==> config.mk <==
export PLATFORM = sky130hd
export DESIGN_NAME = divisor_secuencial_4b
export DESIGN_NICKNAME = d
export VERILOG_FILES = /design/src/rtl/divisor_secuencial_4b.sv
export SDC_FILE = /design/constraint.sdc
export NUM_CORES = 1
export LEC_CHECK = 0
export ABC_CLOCK_PERIOD_IN_PS = 2300
export CAP_MARGIN = 5
export CELL_PAD_IN_SITES_DETAIL_PLACEMENT = 1
export CELL_PAD_IN_SITES_GLOBAL_PLACEMENT = 1
export CORE_ASPECT_RATIO = 0.9
export CORE_MARGIN = 3
export CORE_UTILIZATION = 39
export CTS_CLUSTER_SIZE = 10
export DETAILED_ROUTE_END_ITERATION = 12
export MAX_ROUTING_LAYER = met4
export PLACE_DENSITY_LB_ADDON = 0.05
export SLEW_MARGIN = 5
export SYNTH_ARGS = -nofsm -noshare
export SYNTH_HDL_FRONTEND = slang
export SYNTH_SLANG_ARGS = --single-unit
==> constraint.sdc <==
create_clock -name clk -period 2.3 [get_ports clk]
set_input_delay 0.575 -clock clk [delete_from_list [all_inputs] [get_ports clk]]
set_output_delay 0.575 -clock clk [all_outputs]
set_load 0.02 [all_outputs]
==> src/rtl/divisor_secuencial_4b.sv <==
// Sequential restoring divider: one quotient bit per clock with a start/busy/done handshake.
// Optional macro DIVISOR_EARLY_EXIT_EN: when num < den the CALC phase is skipped entirely.
module divisor_secuencial_4b #(
    parameter int WIDTH = 4
) (
    input  logic             clk,
    input  logic             rst,
    input  logic             start,
    input  logic [WIDTH-1:0] num,
    input  logic [WIDTH-1:0] den,
    output logic             busy,
    output logic             done,
    output logic             div_zero,
    output logic [WIDTH-1:0] result,
    output logic [WIDTH-1:0] rest
);

    localparam int CW = (WIDTH > 1) ? $clog2(WIDTH) : 1;

    typedef enum logic [1:0] {
        IDLE,
        CALC,
        DONE
    } state_t;

    state_t           state;
    state_t           next_state;
    logic [WIDTH-1:0] den_reg;
    logic [WIDTH-1:0] quo_reg;
    logic [WIDTH-1:0] rem_reg;
    logic [CW-1:0]    count;
    logic [WIDTH:0]   shifted;
    logic             fits;
    logic [WIDTH-1:0] new_rem;
    logic [WIDTH-1:0] new_quo;

    // One restoring step; the partial remainder stays below den, so the
    // subtraction result always fits in WIDTH bits.
    always_comb begin
        shifted = {rem_reg, quo_reg[WIDTH-1]};
        fits    = (shifted >= {1'b0, den_reg});
        new_rem = fits ? (shifted[WIDTH-1:0] - den_reg) : shifted[WIDTH-1:0];
        new_quo = {quo_reg[WIDTH-2:0], fits};
    end

    always_ff @(posedge clk or negedge rst) begin
        if (!rst) begin
            state <= IDLE;
        end else begin
            state <= next_state;
        end
    end

    always_comb begin
        next_state = state;
        case (state)
            IDLE, DONE: begin
                if (start) begin
                    if (den == '0) begin
                        next_state = DONE;
                    end
`ifdef DIVISOR_EARLY_EXIT_EN
                    else if (num < den) begin
                        next_state = DONE;
                    end
`endif
                    else begin
                        next_state = CALC;
                    end
                end else begin
                    next_state = IDLE;
                end
            end
            CALC: begin
                if (count == '0) begin
                    next_state = DONE;
                end
            end
            default: next_state = IDLE;
        endcase
    end

    always_comb begin
        busy = (state == CALC);
        done = (state == DONE);
    end

    // Operands are captured only on an accepted start; visible outputs change only when entering DONE.
    always_ff @(posedge clk or negedge rst) begin
        if (!rst) begin
            den_reg  <= '0;
            quo_reg  <= '0;
            rem_reg  <= '0;
            count    <= '0;
            result   <= '0;
            rest     <= '0;
            div_zero <= 1'b0;
        end else begin
            case (state)
                IDLE, DONE: begin
                    if (start) begin
                        den_reg <= den;
                        if (den == '0) begin
                            result   <= '1;
                            rest     <= num;
                            div_zero <= 1'b1;
                        end
`ifdef DIVISOR_EARLY_EXIT_EN
                        else if (num < den) begin
                            result   <= '0;
                            rest     <= num;
                            div_zero <= 1'b0;
                        end
`endif
                        else begin
                            rem_reg <= '0;
                            quo_reg <= num;
                            count   <= CW'(WIDTH - 1);
                        end
                    end
                end
                CALC: begin
                    rem_reg <= new_rem;
                    quo_reg <= new_quo;
                    count   <= count - 1'b1;
                    if (count == '0) begin
                        result   <= new_quo;
                        rest     <= new_rem;
                        div_zero <= 1'b0;
                    end
                end
                default: begin
                end
            endcase
        end
    end

endmodule
==> results.md <==
- Final hold viol count: 0
- Cts bufs inserted: 3
- Pre-CTS setup slack: 142 ps
- Final RePlAce weighted congestion: 0.729
- Hpwl dp: 2260 um
- CP Launch Point: state[1]
- Via count: 1026
- Vias in the first global route: 1146
- Crit Path Class: reg2out
- Detailed Route WL: 3020 um
- Area growth, synth to finish: 23.4%
- Max FO, Critical Path: 2
- Outcome: complete, no violations
- Peak supply drop: 0.679 mV
- Layout cell share with drive strength beyond 1: 11.0%
- Filler cells: 348
- Final Hold Slack: 500 ps
- CP Capture Type: output pin
- I/O pin count: 22
- Synth warnings: 0
- GR Util All Layers: 18.2%
- CTS tree: done
- CP Data Required Time: 1730 ps
- Die height: 60.1 um
- Mapped Nets: 147
- Die area: 3970 sq um
- Slowest CP cell: clkdlybuf4s50_1
- Final Slew Violations: 0
- Crit path DAT: 1570 ps
- Die Wd: 66.1 um
- Synthesized cell area: 1270 sq um
- Nets: 173
- Register area share after synthesis: 49.3%
- PD cells: 1560 nW/um^2
- Clock latency on the worst-skew pair: 320 ps
- R2R Path Start: quo_reg[3]
- Global-route wire length before repair: 5290 um
- Worst-margin pin slew: 472 ps
- Post-CTS setup buffer count: 0
- Ant. Diodes: 0
- Worst setup margin: 156 ps
- Row count: 18
- Crit-path cells: nand2b_1 > inv_1 > clkdlybuf4s50_1
- Max-slew headroom: 68.5%
- Clock slew seen by the registers of the worst setup and hold paths: 140 ps
- Final setup viols: 0
- Largest net degree at the start of global routing: 26
- Final clock skew: 9.98 ps
- Max-cap violations: 0
- R2R Setup Slk: 410 ps
- First drt pass iteration count: 4
- RSZ-0062 raised after global routing: no
- Port bufs: 21
- LEAKAGE: 0.000673 uW
- Util after Layout: 53.5%
- Post-Syn Instances: 130
- Wire per inst: 15.5 um
- 1st-iter DRT viols: 31
- H-tree levels: 1
- Grt total ovfl: 0
- Max Freq: 466 MHz
- HP Class: reg2reg
- Worst setup SP type: flip-flop
- Post-layout min period: 2140 ps
- Vias/cell: 5.26
- Initial Utilization: 43.3%
- Final cycle utilization of the critical path: 93.2%
- Setup tns final: 0 ps
- Distinct cells, synth: 32
- ANT nets after route: 0
- Synth Register Bits: 25
- Remaining DRCs: 0
- Num Clock Sinks: 25
- Post-cts resize count: 0
- Initial antenna violation count: 0
- Hold buffers post-CTS: 0
- Hold Path Origin: count[0]
- Max stage delay on crit path: 610 ps
- Total core area: 2930 sq um
- Synthesized area per cell: 9.76 sq um
- Max clock buf depth: 2
- Clock root buffer master: clkbuf_4
-- cell usage in the layout (no fill, tap or decap), drive strengths merged, types with 2 or more instances in the layout --
master	instances
nor2b	4
nand2	23
nand2b	3
or3	2
nor3	3
a21oi	8
mux2i	3
a41oi	2
inv	8
o21ai	10
a31oi	2
clkbuf	3
ha	5
nor2	12
nand3	5
dfrtp	25
buf	4
clkdlybuf4s50	21
-- cell families after synthesis --
kind of cell | Yosys count | synth area share, %
fa+ha+maj | 6 | 6.51
mux | 4 | 3.25
buf+inv | 12 | 4.24
flops | 25 | 49.3
simple gates | 55 | 21.3
compound gates | 27 | 14.7
xor+xnor | 1 | 0.690
-- critical path, delay by kind of cell, from the launching register on --
family | cells | cell delay (ps)
buffers and inverters | 2 | 690
flip-flops | 1 | 390
AND/OR/NAND/NOR | 1 | 160
-- final timing paths --
path | endpoint | cells after the start
worst max-delay path | busy | 3
worst min-delay path | count[0] | 1
worst max register to register | rest[2] | 7
worst min register to register | count[0] | 1
max in group asynchronous | rest[1] | 2
min in group asynchronous | den_reg[2] | 2
-- through the flow --
step | instance area (sq um) | total power [uW] | cells
final | 1570 | 2440 | 195
after global placement | 1540 | 2170 | 191
after global routing | 1570 | 2680 | 195
after CTS | 1570 | 2460 | 195
after floorplan | 1270 | 1760 | 130
after detailed placement | 1540 | 2240 | 191
-- per-layer routing --
layer,GRT usage [%],wire [um]
met5,-,0
met1,23.9,1430
met3,4.51,120
met2,27.6,1420
met4,5.80,52
-- area by class of cell --
class	instances	area [sq um]	area share, %
repair buffers	25	240	15.3
clock buffers	3	22.5	1.44
clock inverters	1	7.51	0.480
well taps	40	50.0	3.20
flip-flops and latches	25	626	40.0
multi-input cells	93	589	37.6
inverters	8	30.0	1.92
-- Yosys cell counts --
cell type | instances | area (sq um)
nand2_1 | 21 | 78.8
a22o_4 | 1 | 17.5
nor3_1 | 3 | 15.0
a21oi_1 | 7 | 35.0
nand3_1 | 5 | 25.0
a211oi_1 | 1 | 7.51
mux2_2 | 1 | 11.3
nor2_1 | 11 | 41.3
fa_1 | 1 | 20.0
nand2b_1 | 3 | 18.8
nand4_1 | 1 | 6.26
nor2b_1 | 4 | 25.0
o21ai_0 | 10 | 50.1
a31oi_1 | 2 | 12.5
nor2_2 | 1 | 6.26
a21oi_2 | 1 | 8.76
xnor2_1 | 1 | 8.76
dfrtp_1 | 25 | 626
or4_1 | 1 | 7.51
nor4_4 | 1 | 21.3
inv_1 | 8 | 30.0
o21a_1 | 1 | 7.51
ha_1 | 5 | 62.6
buf_2 | 1 | 5.00
o22a_1 | 1 | 8.76
o22ai_1 | 1 | 6.26
mux2i_1 | 3 | 30.0
nand2_2 | 2 | 12.5
buf_6 | 1 | 11.3
clkbuf_1 | 2 | 7.51
or3_1 | 2 | 12.5
a41oi_2 | 2 | 32.5
-- power breakdown --
part | total (uW) | internal [uW] | leakage, uW | switching, uW
clock network | 201 | 66.5 | 0.0000139 | 135
logic | 1440 | 635 | 0.000369 | 810
registers | 790 | 653 | 0.000290 | 137
total | 2440 | 1350 | 0.000673 | 1080
Power figures use the tool's default switching activity.
